### src/rtl/alu_pkg.sv
// Shared ALU definitions: operation bundle, datapath width and function-select encodings.
package alu_pkg;

    localparam int ALU_W = 16;

    localparam logic       MODE_LOGIC = 1'b1;
    localparam logic       MODE_ARITH = 1'b0;

    localparam logic [3:0] SEL_ADD    = 4'b1001;
    localparam logic [3:0] SEL_XOR    = 4'b0110;
    localparam logic [3:0] SEL_PASS_A = 4'b1111;

    typedef struct packed {
        logic             mode;
        logic [3:0]       sel;
        logic             carry_in;
        logic [ALU_W-1:0] a;
        logic [ALU_W-1:0] b;
    } alu_op_t;

endpackage

### src/rtl/rr_grant.sv
// Round-robin picker: first asserted request at or after ptr, wrapping modulo N.
module rr_grant #(
    parameter int N   = 2,
    parameter int IDW = (N > 1) ? $clog2(N) : 1
) (
    input  logic [N-1:0]   req,
    input  logic [IDW-1:0] ptr,
    output logic [N-1:0]   grant,
    output logic [IDW-1:0] grant_idx,
    output logic           any
);

    always_comb begin
        grant     = '0;
        grant_idx = '0;
        any       = 1'b0;
        for (int k = 0; k < N; k++) begin
            if (!any && req[(int'(ptr) + k) % N]) begin
                grant[(int'(ptr) + k) % N] = 1'b1;
                grant_idx                  = IDW'((int'(ptr) + k) % N);
                any                        = 1'b1;
            end
        end
    end

endmodule

### src/rtl/alu_issue_arbiter.sv
// Shares one combinational ALU core among NUM_REQ requesters with round-robin grant,
// a lock/chain mode for multi-word carry propagation, and a one-entry response register.
module alu_issue_arbiter
    import alu_pkg::*;
#(
    parameter int NUM_REQ = 2,
    parameter int W       = ALU_W
) (
    input  logic                       clk,
    input  logic                       rst,
    input  logic [NUM_REQ-1:0]         req_valid,
    output logic [NUM_REQ-1:0]         req_ready,
    input  logic [NUM_REQ-1:0]         req_mode,
    input  logic [4*NUM_REQ-1:0]       req_sel,
    input  logic [NUM_REQ-1:0]         req_carry_in,
    input  logic [NUM_REQ-1:0]         req_chain,
    input  logic [NUM_REQ-1:0]         req_lock,
    input  logic [W*NUM_REQ-1:0]       req_a,
    input  logic [W*NUM_REQ-1:0]       req_b,
    output logic                       alu_mode,
    output logic [3:0]                 alu_sel,
    output logic                       alu_carry_in,
    output logic [W-1:0]               alu_a,
    output logic [W-1:0]               alu_b,
    input  logic [W-1:0]               alu_out,
    input  logic                       alu_carry_out,
    input  logic                       alu_compare,
    output logic                       rsp_valid,
    input  logic                       rsp_ready,
    output logic [$clog2(NUM_REQ)-1:0] rsp_id,
    output logic [W-1:0]               rsp_data,
    output logic                       rsp_carry,
    output logic                       rsp_compare
);

    localparam int IDW = $clog2(NUM_REQ);

    localparam logic [0:0] ST_ARB    = 1'b0;
    localparam logic [0:0] ST_LOCKED = 1'b1;

    logic [0:0]         state;
    logic [IDW-1:0]     rr_ptr;
    logic [IDW-1:0]     lock_id;
    logic               stored_carry;

    logic [NUM_REQ-1:0] eligible;
    logic [IDW-1:0]     pick_ptr;
    logic [NUM_REQ-1:0] grant;
    logic [IDW-1:0]     grant_idx;
    logic               any_grant;
    logic [IDW-1:0]     src_idx;
    logic [IDW-1:0]     ptr_next;
    logic               can_issue;
    logic               issue;
    alu_op_t            op;

    // Handshakes are strict valid/ready: a request transfers in a cycle where both
    // req_valid[i] and req_ready[i] are high; a response transfers when rsp_valid and
    // rsp_ready are both high. req_ready never depends on req_ready/rsp_valid of the same
    // requester combinationally beyond can_issue, so drain and issue may coincide.
    assign can_issue = !rsp_valid || rsp_ready;

    // While locked, only the lock holder competes, even when it is idle.
    assign eligible = (state == ST_LOCKED)
                    ? (req_valid & (NUM_REQ'(1) << lock_id))
                    : req_valid;
    assign pick_ptr = (state == ST_LOCKED) ? lock_id : rr_ptr;

    rr_grant #(.N(NUM_REQ), .IDW(IDW)) u_rr_grant (
        .req       (eligible),
        .ptr       (pick_ptr),
        .grant     (grant),
        .grant_idx (grant_idx),
        .any       (any_grant)
    );

    assign issue     = any_grant && can_issue;
    assign req_ready = issue ? grant : '0;
    assign src_idx   = any_grant ? grant_idx : rr_ptr;
    assign ptr_next  = (grant_idx == IDW'(NUM_REQ - 1)) ? '0 : grant_idx + 1'b1;

    always_comb begin
        op          = '0;
        op.mode     = req_mode[src_idx];
        op.sel      = req_sel[4*src_idx +: 4];
        op.carry_in = req_chain[src_idx] ? stored_carry : req_carry_in[src_idx];
        op.a        = req_a[W*src_idx +: W];
        op.b        = req_b[W*src_idx +: W];
    end

    assign alu_mode     = op.mode;
    assign alu_sel      = op.sel;
    assign alu_carry_in = op.carry_in;
    assign alu_a        = op.a;
    assign alu_b        = op.b;

    always_ff @(posedge clk or posedge rst) begin
        if (rst) begin
            state        <= ST_ARB;
            rr_ptr       <= '0;
            lock_id      <= '0;
            stored_carry <= 1'b0;
            rsp_valid    <= 1'b0;
            rsp_id       <= '0;
            rsp_data     <= '0;
            rsp_carry    <= 1'b0;
            rsp_compare  <= 1'b0;
        end else if (issue) begin
            state        <= req_lock[grant_idx] ? ST_LOCKED : ST_ARB;
            rr_ptr       <= ptr_next;
            lock_id      <= grant_idx;
            stored_carry <= alu_carry_out;
            rsp_valid    <= 1'b1;
            rsp_id       <= grant_idx;
            rsp_data     <= alu_out;
            rsp_carry    <= alu_carry_out;
            rsp_compare  <= alu_compare;
        end else if (rsp_ready) begin
            rsp_valid    <= 1'b0;
        end
    end

endmodule

### config.mk
export PLATFORM = sky130hd
export DESIGN_NAME = alu_issue_arbiter
export DESIGN_NICKNAME = d
export VERILOG_FILES = /design/src/rtl/alu_pkg.sv /design/src/rtl/rr_grant.sv /design/src/rtl/alu_issue_arbiter.sv
export SDC_FILE = /design/constraint.sdc
export NUM_CORES = 1
export LEC_CHECK = 0
export CORE_UTILIZATION = 28
export CTS_CLUSTER_DIAMETER = 100
export DETAILED_ROUTE_END_ITERATION = 10
export GPL_TIMING_DRIVEN = 0
export PLACE_DENSITY_LB_ADDON = 0.08
export SYNTH_ARGS = -nofsm -noshare
export SYNTH_HDL_FRONTEND = slang
export SYNTH_SLANG_ARGS = --single-unit
### constraint.sdc
create_clock -name clk -period 2.1 [get_ports clk]
set_input_delay 0.42 -clock clk [delete_from_list [all_inputs] [get_ports clk]]
set_output_delay 0.42 -clock clk [all_outputs]
set_load 0.02 [all_outputs]
==> reports/qor.yml <==
setup_path:
  crit_chain: "nand2b_2, o22ai_4, nor2_4, buf_12, buf_12, mux2_4, buf_6"
  path_class: "flip-flop to output port"
  worstReg2RegStart: "state"
  path_max_fanout: 6
  critPathTopFamily: "buffers and inverters"
  endpoint_kind: "output port"
  r2r-end: "state"
  slowest_stage: "dfrtp_1"
  r2r_setup_slack_ps: 300
  rr_worst_depth: 5
  critPathBufInv: 3
  start_kind: "flip-flop"
  required_ps: 1680
  path_common_cell: "buf_12"
  arrival_ps: 1840
  critPathMaxStageDelay_ps: 400
synth:
  syn_area_um2: 1486
  synth_fp_nets: 213
  syn_inst: 110
  avgSynthCellArea_um2: 13.51
  synth_top_area_cell: "dfrtp_1"
  yosysWarningCount: 0
  yosysTopAreaCellShare: 0.3704
  synth.ff_latch_count: 22
  synth_area_leaders: "dfrtp_1 37%, mux2_2 29%, mux2_4 19%"
  yosysSeqAreaShare: 0.3704
  ys_types: 22
detailed_routing:
  drt-met1-wl_um: 2184
  drcViolationCount: 0
  num_vias: 1632
  dr_wl_met2_um: 2904
  post_drt_wl_per_cell_um: 15.95
  drt_iter0_markers: 15
  wl_met3_um: 456
  highest_layer: "met4"
  dr.pass1.iters: 2
  route.antenna.remaining_nets: 0
  wirelength_um: 5710
  drt-vias-per-instance: 4.559
outcome:
  status: "finished, violations left"
  violations: "negative setup slack"
cells_and_area:
  drive_above_1_share: 0.4549
  fillers: 401
  syn2layout_area_growth_pct: 139.3
  antennaDiodeCount: 0
  stdcell_area_um2: 3557
  nets: 392
global_routing:
  grt_pass1_vias: 1660
  grt_max_degree: 23
  grt_pass1_wl_um: 8321
  track_usage: 0.1996
  antenna_found_initial: 0
  grt_overflow_total: 0
timing:
  whs_ps: 508.9
  hold_viol: 0
  fin_worst_skew_ps: 3.122
  slew_headroom: 0.4381
  max_freq_mhz: 443.2
  rsz0062_at_grt: "true"
  finalCritPeriodShare: 1.074
  final-setup-viol-count: 38
  finalMaxSlewViolations: 0
  layout_setup_ws_ps: -156.2
  tightestPinTransition_ps: 842.0
  fin_crit_ps: 2256
placed_design:
  hpwl_um: 4441
  io_buffers: 162
  routabilityCongestion: 0.7696
  placed_area_um2: 3196
power:
  peakVddDrop_mv: 0.8174
  leakage_uw: 0.001539
  cellPowerDensity_nw_per_um2: 1290
  finalPower_uw: 4587
clock_tree:
  cts_buffers: 3
  clk_latency_ps: 260
  cts.clk_slew.worst_paths_ps: 80
  cts_buffer_depth: 2
  hold_buffers: 0
  h-tree-depth: 1
  clockRootBuffer: "clkbuf_8"
  cts_tree: "yes"
  cts_sinks: 22
floorplanning:
  die_height_um: 74.86
  die-area_um2: 5604
  io_pins: 163
  fp-row-count: 26
  die_w_um: 74.86
  core_area_um2: 5107
  initial_core_util: 0.2910
min_path:
  min_to: "rsp_data[7]"
  hp-start: "rsp_data[7]"
  hp-class: "flip-flop to flip-flop"
  hold_depth: 1
flow_run:
  maxCapViolCount: 0
[logic make-up (layout without fill, tap and decap cells)]
group,Yosys count,in the layout,share of synthesized area
AOI/OAI and AO/OA,10,10,0.05555
buffers and inverters,8,186,0.04376
DFF,22,22,0.3704
muxes,57,57,0.4798
and+or+nand+nor,13,13,0.05051
[per-layer routing]
metal,vias up,GRT usage
li1,760,-
met1,767,0.2265
met2,89,0.3664
met3,16,0.04150
met4,0,0.07547
met5,-,0
[worst max path at each step]
stage                 start      endpoint  slack, ps  cells past startpoint
2_1_floorplan       lock_id  alu_carry_in        120                      6
3_3_place_gp   req_valid[1]      alu_b[5]       -900                      7
3_5_place_dp   req_valid[1]     alu_a[11]       -900                      7
4_1_cts               state     alu_a[11]       -170                      7
5_1_grt               state      alu_b[8]       -240                      7
6_report            lock_id      alu_b[8]       -160                      7
[where the power goes]
| part | leakage (uW) | switching [uW] | total, uW | internal [uW] |
|---|---|---|---|---|
| logic | 0.00125 | 1440 | 3490 | 2060 |
| clock network | 0.0000357 | 136 | 390 | 255 |
| registers | 0.000255 | 97.7 | 703 | 605 |
[Yosys cell counts]
master    number
buf_6          2
buf_2          1
o211ai_1       3
o22ai_2        1
buf_4          2
a211o_1        1
mux2_4        19
nor2b_1        2
dfrtp_1       22
nor4_1         1
nand2_1        2
nor2_1         2
nand2b_1       4
o21bai_1       2
nor3_2         1
and2_1         1
a21oi_2        1
a21oi_1        1
o21ba_2        1
buf_8          1
mux2_2        38
inv_1          2
[what timing repair did]
item | CTS | global route
gates cloned | 3 | 0
setup endpoints to repair | 40 | 40
gates resized for setup | 258 | 11
buffers inserted | 8 | 1
pin swaps | 6 | 2
[flip-flops by register name, summed over array words and instances (netlist names)]
signal       count
rsp_compare      1
rr_ptr           1
lock_id          1
rsp_data        16
rsp_valid        1
state            1
rsp_carry        1
[layout make-up]
class / instances / area, um2 / share of cell area
timing repair buffer: 174 / 1804 / 0.5072
multi-input combinational: 80 / 945.9 / 0.2659
sequential: 22 / 550.5 / 0.1548
buffer: 6 / 90.09 / 0.02533
tap: 70 / 87.58 / 0.02462
clock buffer: 3 / 41.29 / 0.01161
clock inverter: 1 / 30.03 / 0.008442
inverter: 2 / 7.507 / 0.002110
[per-stage QoR]
stage	util	std cells	TNS (ps)	worst slack, ps
global route	0.6965	358	-8514	-240.0
global placement	0.6257	342	-34520	-900.1
finish	0.6965	358	-5167	-156.2
CTS	0.6903	357	-5938	-173.3
floorplan	-	110	0	120.0
detailed placement	0.6257	342	-34940	-899.4
[cell usage in the layout (no fill, tap or decap), types with 2 or more instances in the layout]
cell type | netlist | final
a21oi_4 | 0 | 2
buf_12 | 0 | 4
buf_16 | 0 | 2
buf_4 | 2 | 10
buf_6 | 2 | 40
clkbuf_8 | 0 | 3
clkdlybuf4s15_2 | 0 | 2
clkdlybuf4s50_1 | 0 | 120
dfrtp_1 | 22 | 22
inv_1 | 2 | 2
mux2_2 | 38 | 32
mux2_4 | 19 | 25
nand2_1 | 2 | 2
nand2b_1 | 4 | 2
o211ai_1 | 3 | 3
o21bai_1 | 2 | 2
[worst reg2reg max path: stages (launching register included)]
cell and delay, ps:
dfrtp_1 420, nand2b_4 190, o211ai_1 320, buf_4 180, mux2_2 330, mux2_2 260
No activity file was read; power rests on OpenSTA's default activity.
==> patch 1 (config.mk and constraints unchanged) <==
The package constant `ALU_W` goes from 16 to 24.
--- a/src/rtl/alu_pkg.sv
+++ b/src/rtl/alu_pkg.sv
@@ -1,7 +1,7 @@
 // Shared ALU definitions: operation bundle, datapath width and function-select encodings.
 package alu_pkg;
 
-    localparam int ALU_W = 16;
+    localparam int ALU_W = 24;
 
     localparam logic       MODE_LOGIC = 1'b1;
     localparam logic       MODE_ARITH = 1'b0;
Ports: changed (6 resized); port bits go from 163 to 227. The function was not compared with the original's and may differ.
==> patch 1 against the unedited design <==
Cell count rose by 38%. Power increased by 44%. Largest cell class unchanged. Area after synthesis grew 48%. The run still ends with negative setup slack left. Routed wire length rose by 42%. Register-to-register slack barely moved. Global-route usage is 0.91 points lower. Cell area increased by 36%. Highest routed layer unchanged. Sequential cell count rose by 8. Count of clock-buffer cells in the layout up 2. Setup slack got worse by 0.14 ns. Critical path depth did not move.
==> patch 1: results (changes against the unedited design) <==
- The final worst-path setup slack came to -0.295 ns (-0.139 ns).
- The total negative slack for setup checks came to -15.10 ns (-9.93 ns).
- The critical-path maximum fanout is 10 (+4).
- The wire length of the first global-routing pass is 12.2 mm (+46%).
- The slew at the pin closest to its max-slew limit came to 0.619 ns (-0.223 ns).
- The worst min-delay path class is in -> async.
- The cell depth of the worst flop-to-flop path came to 6 (+1).
- The total half-perimeter wirelength after legalization and detailed placement was 6.71 mm (+51%).
- The post-place instance area is 4580 um^2 (+43%).
- The TritonCTS buffer count is 5 (+2).
- The clock insertion delay at the later pin of the skew report is 0.29 ns (+0.03 ns).
- The switching share of power is 38.4% (+2.0 points).
- The checks that failed: negative setup slack.
- The share of flip-flops with an asynchronous set or reset after synthesis is 100% (unchanged).
- The met3 routing resource usage after global routing is 5.13% (+0.98 points).
- The proportion of synthesized chip area in sequential cells is 34.2% (-2.9 points).
- The worst supply voltage drop on vdd is 0.801 mV (-2.0%).
- The endpoint identified for the worst register-to-register timing path is rsp_data[14].
- In this run the critical register-to-register path is launched from lock_id.
- The fraction of the mapped netlist area in compound gates is 5.75% (+0.20 points).
- The endpoint arrival time on the critical path came to 1.97 ns (+0.13 ns).
- The average footprint of a synthesized cell was 15.0 um^2 (+11%).
- The fraction of layout instances using a drive strength above 1 is 45.7% (+0.20 points).
- The post-synth net total is 289 (+36%).
- Tracing the worst setup path back leads to its startpoint at req_valid[0].
- The number of gates resized after cts came to 296 (+15%).
- The DRC marker count from the first detailed-route iteration was 18 (+3).
- The worst clock skew was 0.00706 ns (+0.00394 ns).
- The met1 demand-to-capacity share in global routing was 22.2% (-0.48 points).
- The largest stage delay on the critical path is 0.32 ns (-0.08 ns).
- The pin count of the biggest net entering global routing is 31 (+35%).
- The final cell count without fillers came to 493 (+38%).
- The total leakage power is 2.15 nW (+40%).
- The number of levels in the clock H-tree was 2 (+1).
- The fraction of met2 tracks used by global routing came to 34.2% (-2.5 points).
- Counting instances in the post-synthesis netlist gives the leading cell types as sky130_fd_sc_hd__mux2_4 (49), sky130_fd_sc_hd__dfrtp_1 (30), sky130_fd_sc_hd__mux2_2 (30), sky130_fd_sc_hd__buf_12 (5), sky130_fd_sc_hd__inv_1 (4).
- The clock-pin transition on the worst setup and hold timing paths was 0.06 ns (-0.02 ns).
- The first-pass iteration count of the detailed router is 3 (+1).
- Yosys attributes the largest share of cell area to sky130_fd_sc_hd__dfrtp_1 (34%), sky130_fd_sc_hd__mux2_4 (33%), sky130_fd_sc_hd__mux2_2 (15%).
- The global placer's final weighted congestion was 0.728 (-5.4%).
- The final setup violation count is 56 (+47%).
- The average wire per standard cell came to 16.5 um (+3.3%).
- The count of unique library cells instantiated by Yosys is 25 (+14%).
- The run finished, with violations left.
- The worst setup slack after placement is -1.05 ns (-0.152 ns).
- In this run the worst setup path terminates at alu_b[10].
- The setup fix buffers added after clock tree synthesis is 9 (+1).
- The slowest cell on the critical path is sky130_fd_sc_hd__or2b_4.
- The total routing usage reported by global routing is 19.1% (-0.91 points).
- The cell count after placement was 471 (+38%).
- The number of nets in the layout is 536 (+37%).
-- patch 1: cell count changes in the layout (fill, tap and decap cells not counted), moves of 3 or more --
cell	change
sky130_fd_sc_hd__clkdlybuf4s50_1	+48
sky130_fd_sc_hd__mux2_4	+25
sky130_fd_sc_hd__buf_2	+14
sky130_fd_sc_hd__dfrtp_1	+7
sky130_fd_sc_hd__buf_6	+4
sky130_fd_sc_hd__mux2_2	-3
-- patch 1: worst min-delay path by stage --
stage,to,slack (ns),depth (start not counted)
2_1_floorplan,lock_id,0.51,1
6_report,rsp_data[12],0.44,2
3_5_place_dp,rsp_data[7],0.50,1
3_3_place_gp,rsp_data[6],0.49,1
4_1_cts,rsp_data[7],0.51,1
5_1_grt,rsp_data[12],0.48,2
-- patch 1: cell type report --
| cell class | count | area, um^2 |
|---|---|---|
| flip-flops and latches | 30 | 752 |
| multi-input cells | 105 | 1350 |
| inverters | 4 | 15.0 |
| clock inverters | 3 | 40.0 |
| clock buffers | 5 | 68.8 |
| fillers | 598 | 2570 |
| well taps | 99 | 124 |
| plain buffers | 8 | 134 |
| repair buffers | 239 | 2360 |
-- patch 1: kinds of logic (layout without fill, tap and decap cells) --
logic type | Yosys count | in the layout
muxes | 81 | 81
AOI/OAI and AO/OA | 13 | 13
and+or+nand+nor | 10 | 11
buffers and inverters | 12 | 259
DFF | 30 | 30
-- patch 1: routing by layer --
metal	part of all wire, %	wire length (um)	vias to the layer above
met3	7.4	597	12
met4	1.6	129	0
met2	52	4200	109
li1	-	-	1032
met1	39	3190	975
met5	0	0	-
-- patch 1: power groups by stage --
stage	clock, mW	sequential [mW]	combinational (mW)
after floorplan	0	1.37	2.58
after global placement	0	1.04	4.76
after detailed placement	0	1.05	4.77
after CTS	0.596	1.04	4.85
after global routing	0.626	1.08	5.22
final	0.574	1.04	4.98
==> patch 2 (same settings) <==
Without the edit above. Add an input register stage for `req_mode`, with the module's reset; this delays it by one clock. The other inputs are not delayed to match.
--- a/src/rtl/alu_issue_arbiter.sv
+++ b/src/rtl/alu_issue_arbiter.sv
@@ -37,6 +37,16 @@
 
     localparam logic [0:0] ST_ARB    = 1'b0;
     localparam logic [0:0] ST_LOCKED = 1'b1;
+
+    logic [NUM_REQ-1:0] req_mode_q;
+
+    always_ff @(posedge clk or posedge rst) begin
+        if (rst) begin
+            req_mode_q <= '0;
+        end else begin
+            req_mode_q <= req_mode;
+        end
+    end
 
     logic [0:0]         state;
     logic [IDW-1:0]     rr_ptr;
@@ -81,7 +91,7 @@
 
     always_comb begin
         op          = '0;
-        op.mode     = req_mode[src_idx];
+        op.mode     = req_mode_q[src_idx];
         op.sel      = req_sel[4*src_idx +: 4];
         op.carry_in = req_chain[src_idx] ? stored_carry : req_carry_in[src_idx];
         op.a        = req_a[W*src_idx +: W];
Check against the original RTL: not equivalent (a bounded check fails within 4 cycles, from zero or initial values and one cycle with rst high).
==> patch 2 against the unedited design <==
The flow still finishes with violations (negative setup slack). Setup slack got worse by 0.025 ns. Sequential cell count up 2. Critical endpoint is now alu_b[14]. Die area is 4.2% higher. Critical path depth increased by 1. Critical path type unchanged. Area after synthesis is 4.3% higher. Maximum frequency fell by 1.1%. Cell count is 3.4% higher. Routed wire length decreased by 3.4%. Cell area rose by 3.8%. Sequential share of layout area increased by 0.86 points. Count of clock-buffer cells in the layout unchanged. Power up 12%.
==> patch 2: results (changes against the unedited design) <==
- The final reports fail on negative setup slack.
- In this run the most critical hold path is launched from rsp_data[14].
- The final worst-path setup slack is -0.182 ns (-0.0254 ns).
- The setup fix buffers added after clock tree synthesis came to 16 (+8).
- The worst clock skew is 0.00207 ns (-0.00105 ns).
- The cell count after placement came to 346 (+1.2%).
- The count of unique library cells instantiated by Yosys came to 23 (+4.5%).
- The flow ran to the end, but the final reports show violations.
- The routed wire length is 5.52 mm (-3.4%).
- The first-pass iteration count of the detailed router is 3 (+1).
- The number of global-route vias before repair was 1695 (+2.1%).
- The headroom to the max-slew limit came to 39.0% (-4.8 points).
- The post-route worst hold slack is 0.510 ns (+0.00137 ns).
- The slowest cell on the critical path is sky130_fd_sc_hd__dfrtp_2.
- The fraction of layout instances using a drive strength above 1 came to 46.0% (+0.51 points).
- The most critical setup path has its startpoint at state.
- The sum of internal, switching and leakage power is 5.14 mW (+12%).
- The post-synth net total is 217 (+1.9%).
- The final cell count without fillers is 370 (+3.4%).
- The power consumed by sequential cells is 0.791 mW (+13%).
- The largest stage delay on the critical path is 0.42 ns (+0.02 ns).
- The pin count of the biggest net entering global routing was 25 (+8.7%).
- The total half-perimeter wirelength after legalization and detailed placement was 4.30 mm (-3.1%).
- Ranked by total cell area, the synthesized netlist is headed by sky130_fd_sc_hd__dfrtp_1 (39%), sky130_fd_sc_hd__mux2_2 (26%), sky130_fd_sc_hd__mux2_4 (18%).
- The endpoint arrival time on the critical path came to 1.86 ns (+0.02 ns).
- The critical path ends at alu_b[14].
- The total routing usage reported by global routing is 18.2% (-1.8 points).
- The proportion of synthesized area in mux cells was 45.8% (-2.1 points).
- The proportion of synthesized chip area in sequential cells is 38.7% (+1.7 points).
- The average footprint of a synthesized cell came to 13.6 um^2 (+0.63%).
- The hold-critical path endpoint is rsp_data[14].
- The total negative slack for setup checks is -5.60 ns (-0.429 ns).
- Sorting the synthesized cells by how often they occur yields sky130_fd_sc_hd__mux2_2 (36), sky130_fd_sc_hd__dfrtp_1 (24), sky130_fd_sc_hd__mux2_4 (19), sky130_fd_sc_hd__inv_1 (4).
- The final setup violation count is 39 (+2.6%).
- The DRC marker count from the first detailed-route iteration is 24 (+9).
- The number of vias after detailed routing is 1623 (-0.55%).
- The number of gates resized after cts is 262 (+1.6%).
## patch 2: cell count changes after synthesis, moves of 2 or more
cell                       delta
sky130_fd_sc_hd__a21oi_1      +2
sky130_fd_sc_hd__dfrtp_1      +2
sky130_fd_sc_hd__inv_1        +2
sky130_fd_sc_hd__mux2_2       -2
sky130_fd_sc_hd__mux2i_1      +2
sky130_fd_sc_hd__o21bai_1     -2
## patch 2: area by class of cell
type / instances / area [um^2]
Sequential cell: 24 / 603
Clock buffer: 3 / 41.3
Clock inverter: 1 / 30.0
Timing Repair Buffer: 183 / 1870
Buffer: 5 / 73.8
Inverter: 4 / 15.0
Fill cell: 391 / 1510
Multi-Input combinational cell: 80 / 967
Tap cell: 70 / 87.6
## patch 2: metal layers
metal  share of wire, %  wire length, um  global-route usage, %
met5                  0                0                      0
met3                7.2              399                   3.83
met2                 52             2890                   35.0
met1                 40             2180                   20.4
met4               0.91               50                   3.46
